### config.mk
export PLATFORM = sky130hd
export DESIGN_NAME = rf_word_source
export DESIGN_NICKNAME = d
export VERILOG_FILES = /design/src/rtl/rf_pkg.sv /design/src/rtl/rf_word_fifo.sv /design/src/rtl/rf_word_source.sv
export SDC_FILE = /design/constraint.sdc
export NUM_CORES = 1
export LEC_CHECK = 0
export BUFFER_PORTS_ARGS = -buffer_cell sky130_fd_sc_hd__buf_2
export CAP_MARGIN = 20
export CORE_MARGIN = 1
export CORE_UTILIZATION = 61
export CTS_CLUSTER_SIZE = 12
export DETAILED_ROUTE_END_ITERATION = 16
export PLACE_DENSITY = 0.78
export RECOVER_POWER = 50
export SYNTH_ARGS = -nofsm -noshare
export SYNTH_HDL_FRONTEND = slang
export SYNTH_SLANG_ARGS = --single-unit
### constraint.sdc
create_clock -name clk -period 3.49 [get_ports clk]
set_input_delay 0.698 -clock clk [delete_from_list [all_inputs] [get_ports clk]]
set_output_delay 0.698 -clock clk [all_outputs]
set_load 0.005 [all_outputs]
### src/rtl/rf_pkg.sv
// Shared definitions for the RF command-word path.
// Holds the single-word command codes recognised by both this source and the
// RF controller, the word width, and the byte assembler state type.
package rf_pkg;

  localparam int WORD_W = 16;

  // Commands that are complete in one word (no trailing data word).
  localparam logic [WORD_W-1:0] WAIT_WORD = 16'hFFFF;
  localparam logic [WORD_W-1:0] HALT_WORD = 16'hFFF0;

  typedef enum logic {
    HI_WAIT = 1'b0,
    LO_WAIT = 1'b1
  } asm_state_t;

endpackage

### src/rtl/rf_word_fifo.sv
// Word FIFO for the RF command path.
// Ports:
//   clk, rst   : clock, synchronous active-high reset
//   push/wdata : write request and word
//   pop        : read request (ignored when empty)
//   clr        : discard all contents (priority over push/pop)
//   rdata      : head word, 0 when empty
//   count      : words held, 0..DEPTH
//   full/empty : derived from count
// A push while full is accepted only when a pop happens in the same cycle.
module rf_word_fifo
  import rf_pkg::*;
#(
  parameter int DEPTH = 16
) (
  input  logic                    clk,
  input  logic                    rst,
  input  logic                    push,
  input  logic                    pop,
  input  logic                    clr,
  input  logic [WORD_W-1:0]       wdata,
  output logic [WORD_W-1:0]       rdata,
  output logic [$clog2(DEPTH):0]  count,
  output logic                    full,
  output logic                    empty
);

  localparam int AW = $clog2(DEPTH);

  logic [WORD_W-1:0] mem_q [DEPTH];
  logic [AW-1:0]     rd_ptr_q, rd_ptr_d;
  logic [AW-1:0]     wr_ptr_q, wr_ptr_d;
  logic [AW:0]       count_q,  count_d;
  logic              do_pop, do_push;

  assign empty = (count_q == '0);
  assign full  = (count_q == (AW+1)'(DEPTH));
  assign count = count_q;
  assign rdata = empty ? '0 : mem_q[rd_ptr_q];

  // A pop frees the head slot first, so a full FIFO can still take a word
  // in the same cycle.
  assign do_pop  = pop && !empty && !clr && !rst;
  assign do_push = push && (!full || do_pop) && !clr && !rst;

  always_comb begin
    rd_ptr_d = rd_ptr_q;
    wr_ptr_d = wr_ptr_q;
    count_d  = count_q;
    if (clr) begin
      rd_ptr_d = '0;
      wr_ptr_d = '0;
      count_d  = '0;
    end else begin
      if (do_pop)  rd_ptr_d = rd_ptr_q + AW'(1);
      if (do_push) wr_ptr_d = wr_ptr_q + AW'(1);
      case ({do_push, do_pop})
        2'b10:   count_d = count_q + (AW+1)'(1);
        2'b01:   count_d = count_q - (AW+1)'(1);
        default: count_d = count_q;
      endcase
    end
  end

  always_ff @(posedge clk) begin
    if (rst) begin
      rd_ptr_q <= '0;
      wr_ptr_q <= '0;
      count_q  <= '0;
    end else begin
      rd_ptr_q <= rd_ptr_d;
      wr_ptr_q <= wr_ptr_d;
      count_q  <= count_d;
    end
  end

  // Storage is not reset; rdata is masked by empty instead.
  always_ff @(posedge clk) begin
    if (do_push) mem_q[wr_ptr_q] <= wdata;
  end

endmodule

### src/rtl/rf_word_source.sv
// Transmitter side of the RF controller's 16-bit command-word interface.
// Assembles big-endian words from UART bytes, buffers them, and presents the
// head word with a ready level.
// Ports:
//   clk, rst         : clock, synchronous active-high reset
//   byte_in/valid    : UART byte and its one-cycle strobe
//   inc              : advance request, acted on at its rising edge
//   flush            : one-cycle strobe discarding all buffered data
//   data_out         : head word (0 when empty)
//   ready            : a complete command sits at the head
//   intr             : one-cycle abort pulse (flush or dropped word)
//   count            : words held
//   overflow         : sticky, a word was dropped on a full FIFO
module rf_word_source
  import rf_pkg::*;
#(
  parameter int DEPTH   = 16,
  parameter int TIMEOUT = 5000
) (
  input  logic                    clk,
  input  logic                    rst,
  input  logic [7:0]              byte_in,
  input  logic                    byte_valid,
  input  logic                    inc,
  input  logic                    flush,
  output logic [WORD_W-1:0]       data_out,
  output logic                    ready,
  output logic                    intr,
  output logic [$clog2(DEPTH):0]  count,
  output logic                    overflow
);

  localparam int CNT_W = $clog2(DEPTH) + 1;
  localparam int TW    = (TIMEOUT > 2) ? $clog2(TIMEOUT) : 1;
  localparam logic [TW-1:0] TMAX = TW'(TIMEOUT - 1);

  asm_state_t        state_q, state_d;
  logic [7:0]        hi_q;
  logic [TW-1:0]     timer_q, timer_d;
  logic              inc_prev_q;
  logic              intr_q, intr_d;
  logic              overflow_q, overflow_d;

  logic              latch_hi, push_req, timer_inc;
  logic              pop_req, drop;
  logic              fifo_full, fifo_empty;

  // Assembler: state register
  always_ff @(posedge clk) begin
    if (rst) state_q <= HI_WAIT;
    else     state_q <= state_d;
  end

  // Assembler: next state
  always_comb begin
    state_d = state_q;
    if (flush) begin
      state_d = HI_WAIT;
    end else begin
      case (state_q)
        HI_WAIT: if (byte_valid) state_d = LO_WAIT;
        LO_WAIT: begin
          // A byte arriving on the last allowed cycle still completes the word.
          if (byte_valid)           state_d = HI_WAIT;
          else if (timer_q == TMAX) state_d = HI_WAIT;
        end
        default: state_d = HI_WAIT;
      endcase
    end
  end

  // Assembler: outputs
  always_comb begin
    latch_hi  = 1'b0;
    push_req  = 1'b0;
    timer_inc = 1'b0;
    if (!flush) begin
      case (state_q)
        HI_WAIT: latch_hi  = byte_valid;
        LO_WAIT: begin
          push_req  = byte_valid;
          timer_inc = !byte_valid && (timer_q != TMAX);
        end
        default: ;
      endcase
    end
  end

  always_comb begin
    timer_d = timer_q;
    if (latch_hi)       timer_d = '0;
    else if (timer_inc) timer_d = timer_q + TW'(1);
  end

  always_ff @(posedge clk) begin
    if (rst) timer_q <= '0;
    else     timer_q <= timer_d;
  end

  always_ff @(posedge clk) begin
    if (latch_hi) hi_q <= byte_in;
  end

  // Only the rising edge of inc pops; flush overrides it.
  assign pop_req = inc && !inc_prev_q && !flush;
  // Full and no pop means the new word has nowhere to go.
  assign drop    = push_req && fifo_full && !pop_req;

  always_comb begin
    overflow_d = overflow_q;
    intr_d     = 1'b0;
    if (flush) begin
      overflow_d = 1'b0;
      intr_d     = 1'b1;
    end else if (drop) begin
      overflow_d = 1'b1;
      intr_d     = 1'b1;
    end
  end

  always_ff @(posedge clk) begin
    if (rst) begin
      inc_prev_q <= 1'b0;
      intr_q     <= 1'b0;
      overflow_q <= 1'b0;
    end else begin
      inc_prev_q <= inc;
      intr_q     <= intr_d;
      overflow_q <= overflow_d;
    end
  end

  rf_word_fifo #(
    .DEPTH (DEPTH)
  ) u_fifo (
    .clk   (clk),
    .rst   (rst),
    .push  (push_req),
    .pop   (pop_req),
    .clr   (flush),
    .wdata ({hi_q, byte_in}),
    .rdata (data_out),
    .count (count),
    .full  (fifo_full),
    .empty (fifo_empty)
  );

  // WAIT/HALT stand alone; anything else needs its data word behind it.
  assign ready = (!fifo_empty && (data_out == WAIT_WORD || data_out == HALT_WORD))
              || (count > CNT_W'(1));

  assign intr     = intr_q;
  assign overflow = overflow_q;

endmodule

Yosys cells after proc, flatten, opt, wreduce, memory -nomap -nowiden
Memory sizes are Yosys's and may differ from the RTL's. A register that Yosys moved wholly into a read port is not among the register bits.
Cells that the tools add are included.
{ "totals": {"reg_bits": 38, "mem_bits_rw": 256, "input_bits": 13, "output_inout_bits": 24, "elab_cells": 68, "mem_count": 1} }
{ "op_classes": {"addsub": 5, "order_cmp": 1, "n_eq_ne": 7, "muxes": 18, "n_bitwise": 1, "n_reduce_logical": 26} }
{ "memory_table": {"columns": ["name", "words", "word_bits", "read_ports", "rd_clocked_by_memory_dff", "write_ports", "line_no", "text"], "rows": [
  ["u_fifo.mem_q", 16, 16, 1, 1, 1, "rf_word_fifo.sv:30", "logic [WORD_W-1:0] mem_q [DEPTH];"]
]} }
{ "ops": {"columns": ["cell", "n"], "rows": [
  ["$eq 16x16->1 const B", 2],
  ["$mux 16", 1],
  ["$add 13x1->13 const B", 1],
  ["$eq 13x13->1 const B", 1],
  ["$mux 1", 13],
  ["$ne 13x13->1 const B", 1],
  ["$logic_and 1x1->1", 12],
  ["$pmux 5 s2", 1],
  ["$add 4x1->4 const B", 2],
  ["$mux 4", 2],
  ["$logic_not 1->1", 7],
  ["$add 5x1->5 const B", 1],
  ["$eq 5x5->1 const B", 1],
  ["$gt 5x1->1 const B", 1],
  ["$logic_not 5->1", 1],
  ["$sub 5x1->5 const B", 1],
  ["$reduce_or 2->1", 2],
  ["$logic_or 1x1->1", 3],
  ["$eq 2x1->1 const B", 1],
  ["$eq 2x2->1 const B", 1],
  ["$pmux 1 s2", 1],
  ["$reduce_bool 2->1", 1],
  ["$not 1->1", 1]
]} }

Longest topological paths before layout
{ "depth": {"word_depth": 12, "mapped_depth": 11, "ltp_nobuf": 11} }

Modules after synthesis
A second synthesis with hierarchy kept.
{ "hier_totals": {"hier_cells": 660, "hier_area_um2": 11975.2} }
{ "modules_own_cells": {"columns": ["module", "instances", "cells_per_inst", "area_per_inst_um2", "seq_area_each_um2"], "rows": [
  ["rf_word_fifo", 1, 549, 10849.2, 8027.7],
  ["rf_word_source", 1, 111, 1126.1, 580.6]
]} }

Least setup slack after synthesis
Ideal clock, no wire load.
{ "synth_timing": {"path_type": "input-to-reg", "startpoint": "input inc", "endpoint": "memory u_fifo.mem_q[3][0] (enable)", "arrival_time_ns": 2.830, "required_ns": 3.081, "slack_ns": 0.251, "path_stages": 5, "n_path_buf": 0, "path_cell_list": "nand2b_1 and4_1 nor4_2 nand2_1 nor3_1"} }
{ "synth_via": {"elab_chain_len": 11} }
{ "synth_rtl": {"columns": ["item", "line_no", "text"], "rows": [
  ["from (decl)", "rf_word_source.sv:24", "input logic inc,"],
  ["$logic_and 1x1->1 (2 in a row)", "rf_word_source.sv:105", "assign pop_req = inc && !inc_prev_q && !flush;"],
  ["$logic_and 1x1->1 (3 in a row)", "rf_word_fifo.sv:43", "assign do_pop = pop && !empty && !clr && !rst;"],
  ["$logic_or 1x1->1", "rf_word_fifo.sv:44", "assign do_push = push && (!full || do_pop) && !clr && !rst;"],
  ["$logic_and 1x1->1 (3 in a row)", "rf_word_fifo.sv:44", null],
  ["$mux 1", "rf_word_fifo.sv:79", "if (do_push) mem_q[wr_ptr_q] <= wdata;"],
  ["$mux 1 (not written as such)", "rf_word_fifo.sv:79", null],
  ["to (decl)", "rf_word_fifo.sv:30", null]
]} }
Every way passes these cells.

Worst setup path after layout
{ "layout_timing": {"startpoint": "register u_fifo.count_q[1], in the netlist u_fifo.count[1]", "endpoint": "output ready"} }
{ "layout_via": {"elab_chain_len": 6} }
{ "layout_rtl": {"columns": ["item", "line_no", "text"], "rows": [
  ["from (decl)", "rf_word_fifo.sv:33", "logic [AW:0] count_q, count_d;"],
  ["from (signal assigned)", "rf_word_fifo.sv:73", "count_q <= count_d;"],
  ["$logic_not 5->1", "rf_word_fifo.sv:36", "assign empty = (count_q == '0);"],
  ["$mux 16", "rf_word_fifo.sv:39", "assign rdata = empty ? '0 : mem_q[rd_ptr_q];"],
  ["$eq 16x16->1", "rf_word_source.sv:149", "assign ready = (!fifo_empty && (data_out == WAIT_WORD || data_out == HALT_WORD))"],
  ["$logic_or 1x1->1", "rf_word_source.sv:149", null],
  ["$logic_and 1x1->1", "rf_word_source.sv:149", null],
  ["$logic_or 1x1->1 *", "rf_word_source.sv:150", "|| (count > CNT_W'(1));"],
  ["to (decl)", "rf_word_source.sv:27", "output logic ready,"]
]} }
Every way passes the cells marked *; elsewhere a longest branch is shown, timed or not.

==> qor.yml <==
unrepaired_setup_endpoints_after_global_routing: "true"
detailedPlacementHpwl_um: 15320
worst-endpoint-arrival_ps: 2900
timing.critical_path.required_ps: 2790
gr-max-usage-layer: "met2"
synth.avg_cell_area_um2: 18.52
detailroute.via_count: 6390
fp.dieW_um: 140.7
drt_iter0_markers: 656
cts.root.buffer_cell: "sky130_fd_sc_hd__clkbuf_16"
leakage_uw: 0.004373
maxCapViolCount: 0
timing.rr.start: "u_fifo.count[1]"
design.die.area_mm2: 0.01978
final_core_util_pct: 72.39
num_antenna_cells: 0
whs_path_depth: 2
synthCells: 633
cp_top_family: "compound AO/OA/AOI/OAI gates"
crit_path_cell_trace: "inv_1 -> ha_1 -> nand3b_1 -> nand2_1 -> o21ai_1 -> nand4_1 -> o31ai_4 -> buf_2"
hold_end: "inc_prev_q"
synth.yosys.seq_area_share_pct: 73.41
grt_antenna_before_repair: 0
routed_via_density: 6.520
worstSetupPathType: "reg2out"
final.setup.worst_slack_ps: -109.4
timing.rr.end: "u_fifo.count[3]"
ant_nets: 0
first_global_vias: 6555
chipHeight_um: 140.7
final-hold-violation-count: 0
cpPeakStageDelay_ps: 410
setup_violations: 1
achievable-frequency_mhz: 277.8
layout_commonest_cell: "sky130_fd_sc_hd__edfxtp_1"
final-instance-count-excl-fill: 980
cts-buffers-inserted: 30
finalNetCount: 752
multi_input_comb_area_mm2: 0.003058
finClkSkew_ps: 11.59
coreArea_mm2: 0.01877
synthToLayoutAreaGrowth_pct: 15.87
netlist.top_cell.by_area: "sky130_fd_sc_hd__edfxtp_1"
clkTransAtPathRegs_ps: 60
wl_um: 25620
finalCritPeriodShare_pct: 103.1
layout-drive-gt1-share_pct: 29.09
cts_max_level: 1
synth_area_leaders: "sky130_fd_sc_hd__edfxtp_1 (68%), sky130_fd_sc_hd__mux4_2 (11%), sky130_fd_sc_hd__dfxtp_1 (5.8%)"
final_max_slew_viol_count: 0
asyncSetResetFlopFracSynth_pct: 0
drt_pass1_iterations: 5
clock_insertion_delay_worst_skew_ps: 550
reg2reg_setup_slack_ps: 640
synthFlopType: "sky130_fd_sc_hd__edfxtp_1"
io_buffer_count: 36
synth.cell_area_mm2: 0.01173
synth_top_area_share_pct: 67.61
groute.layer.met1.usage_pct: 36.93
mappedNetlistNets: 657
placed_area_mm2: 0.01246
placement_rows: 50
ir_worst_vdd_mv: 0.5997
layout.cell_area.non_filler_mm2: 0.01359
io-pin-count: 37
fillers: 1058
timing.hold.worst.class: "in2reg"
failed_checks: "setup timing"
tritoncts_clock_tree: "built"
globalRouteMet2Util_pct: 44.91
gp_congestion: 0.9072
critPathCaptureType: "output port"
placedCellCount: 914
timing.critical_path.buf_inv: 2
clkSinkCount: 298
detail_route.wl_per_cell_um: 26.14
synth_unique_cells: 43
grt.met3_usage_pct: 4.450
grt_overflow: 0
worst_r2r_path_depth: 11
placement.setup.worst_slack_ps: 157.6
grt_start_max_net_pins: 25
totalNegativeSetupSlack_ps: -109.4
timing.hold.worst.start: "rst"
worstPathMaxFanout: 5
power_density_mw_per_mm2: 509.1
edff_count_synth: 264
grt.total_usage_pct: 26.90
postCtsHoldBufs: 0
drc_violations_left: 0
mostFrequentLayoutCells: "sky130_fd_sc_hd__edfxtp_1 (264), sky130_fd_sc_hd__mux4_2 (59), sky130_fd_sc_hd__nor2_1 (43)"
cts.path.max_buffers: 3
worstMarginPinSlew_ps: 973.9
grt_pass1_wl_um: 38430
critPathSlowestCell: "sky130_fd_sc_hd__dfxtp_1"
post-route-min-period_ps: 3599
result_of_the_run: "finished, violations left"
critPathLaunch: "u_fifo.count[1]"
register_area_mm2: 0.008618
ys_seq_elements: 298
initial_core_util_pct: 62.48
synth.yosys.warnings: 0
slew-limit-headroom_pct: 34.63
cp-start-kind: "register"
what timing repair did:
| item | CTS | global route |
|---|---|---|
| resized for setup | 20 | 6 |
| gates cloned | 1 | 0 |
| pin swaps | 9 | 5 |
| setup endpoints to repair | 5 | 1 |
| buffers inserted | 14 | 1 |
worst reg2reg max path, stage by stage, from the launching register on:
cell	delay [ps]
sky130_fd_sc_hd__dfxtp_1	410
sky130_fd_sc_hd__inv_1	140
sky130_fd_sc_hd__ha_1	240
sky130_fd_sc_hd__nor4b_4	140
sky130_fd_sc_hd__buf_4	220
sky130_fd_sc_hd__nor3_1	200
sky130_fd_sc_hd__clkbuf_1	260
sky130_fd_sc_hd__ha_1	330
sky130_fd_sc_hd__nor4b_1	250
sky130_fd_sc_hd__a31oi_1	90
sky130_fd_sc_hd__or3_1	330
sky130_fd_sc_hd__a21oi_1	160
sequential cells by signal, summed over array words and instances, names as in the netlist, named ones only:
register / flops
u_fifo.mem_q: 256
timer_q: 13
hi_q: 8
u_fifo.count: 5
u_fifo.rd_ptr_q: 4
u_fifo.wr_ptr_q: 4
inc_prev_q: 1
intr: 1
overflow: 1
state_q: 1
per-layer routing:
metal / share of wire, % / wire length, um
met3: 8.6 / 2199
met2: 51 / 12980
met5: 0 / 0
met4: 2.9 / 734
met1: 38 / 9707
cell families (layout without fill, tap and decap cells):
group	after synthesis	count (layout)	synth area share (%)
multiplexers	81	81	13.22
adder cells (fa/ha/maj)	11	11	1.174
buffers and inverters	34	147	1.526
AO/OA/AOI/OAI	57	57	3.436
flip-flops	298	298	73.41
XOR/XNOR	17	17	1.270
AND/OR/NAND/NOR	135	135	5.965
metrics by stage:
step / hold WS [ps] / total power (uW)
after detailed placement: 455.7 / 4031
after floorplan: 456.1 / 3985
after CTS: 367.5 / 6946
after global routing: 382.6 / 7100
final: 381.4 / 6917
after global placement: 450.2 / 4025
final cells by class:
type                       instances  share of cell area (%)
inverter                           7                  0.1934
tap                              234                   2.155
sequential                       298                   63.43
clock inverter                     5                  0.3776
multi-input combinational        301                   22.51
timing repair buffer              90                   5.093
clock buffer                      45                   6.244
worst max-delay path by stage:
stage                         endpoint  slack (ps)  cells past startpoint
floorplan           u_fifo.mem_q[3][0]         250                      5
global placement                 ready         300                      7
detailed placement               ready         160                      8
CTS                              ready         -20                      8
global route                     ready        -180                      9
finish                           ready        -110                      8
cells in the mapped netlist (2+ instances only):
cell	instances
sky130_fd_sc_hd__a22oi_1	16
sky130_fd_sc_hd__edfxtp_1	264
sky130_fd_sc_hd__mux2i_1	21
sky130_fd_sc_hd__nor2_1	56
sky130_fd_sc_hd__o31ai_1	2
sky130_fd_sc_hd__a31oi_1	3
sky130_fd_sc_hd__nor3_1	7
sky130_fd_sc_hd__nand4_1	8
sky130_fd_sc_hd__buf_2	8
sky130_fd_sc_hd__o21ai_0	8
sky130_fd_sc_hd__inv_1	7
sky130_fd_sc_hd__and4_1	2
sky130_fd_sc_hd__nor4b_2	3
sky130_fd_sc_hd__clkbuf_1	10
sky130_fd_sc_hd__nand3_1	7
sky130_fd_sc_hd__xor2_1	11
sky130_fd_sc_hd__buf_6	3
sky130_fd_sc_hd__a21oi_1	14
sky130_fd_sc_hd__nand2_1	18
sky130_fd_sc_hd__or2_2	2
sky130_fd_sc_hd__nand2b_1	4
sky130_fd_sc_hd__a22o_1	12
sky130_fd_sc_hd__xnor2_1	6
sky130_fd_sc_hd__nor2b_1	6
sky130_fd_sc_hd__nor4_1	3
sky130_fd_sc_hd__buf_4	5
sky130_fd_sc_hd__and2_1	6
sky130_fd_sc_hd__or3_1	5
sky130_fd_sc_hd__ha_1	11
sky130_fd_sc_hd__dfxtp_1	34
sky130_fd_sc_hd__mux4_2	59
power by group:
part | internal [uW] | total (uW) | switching, uW | leakage (uW)
registers | 3880 | 3900 | 17.1 | 0.00265
logic | 14.0 | 60.7 | 46.7 | 0.00129
clock network | 1730 | 2960 | 1230 | 0.000434
Note: power is estimated with default switching activity, not from simulation.
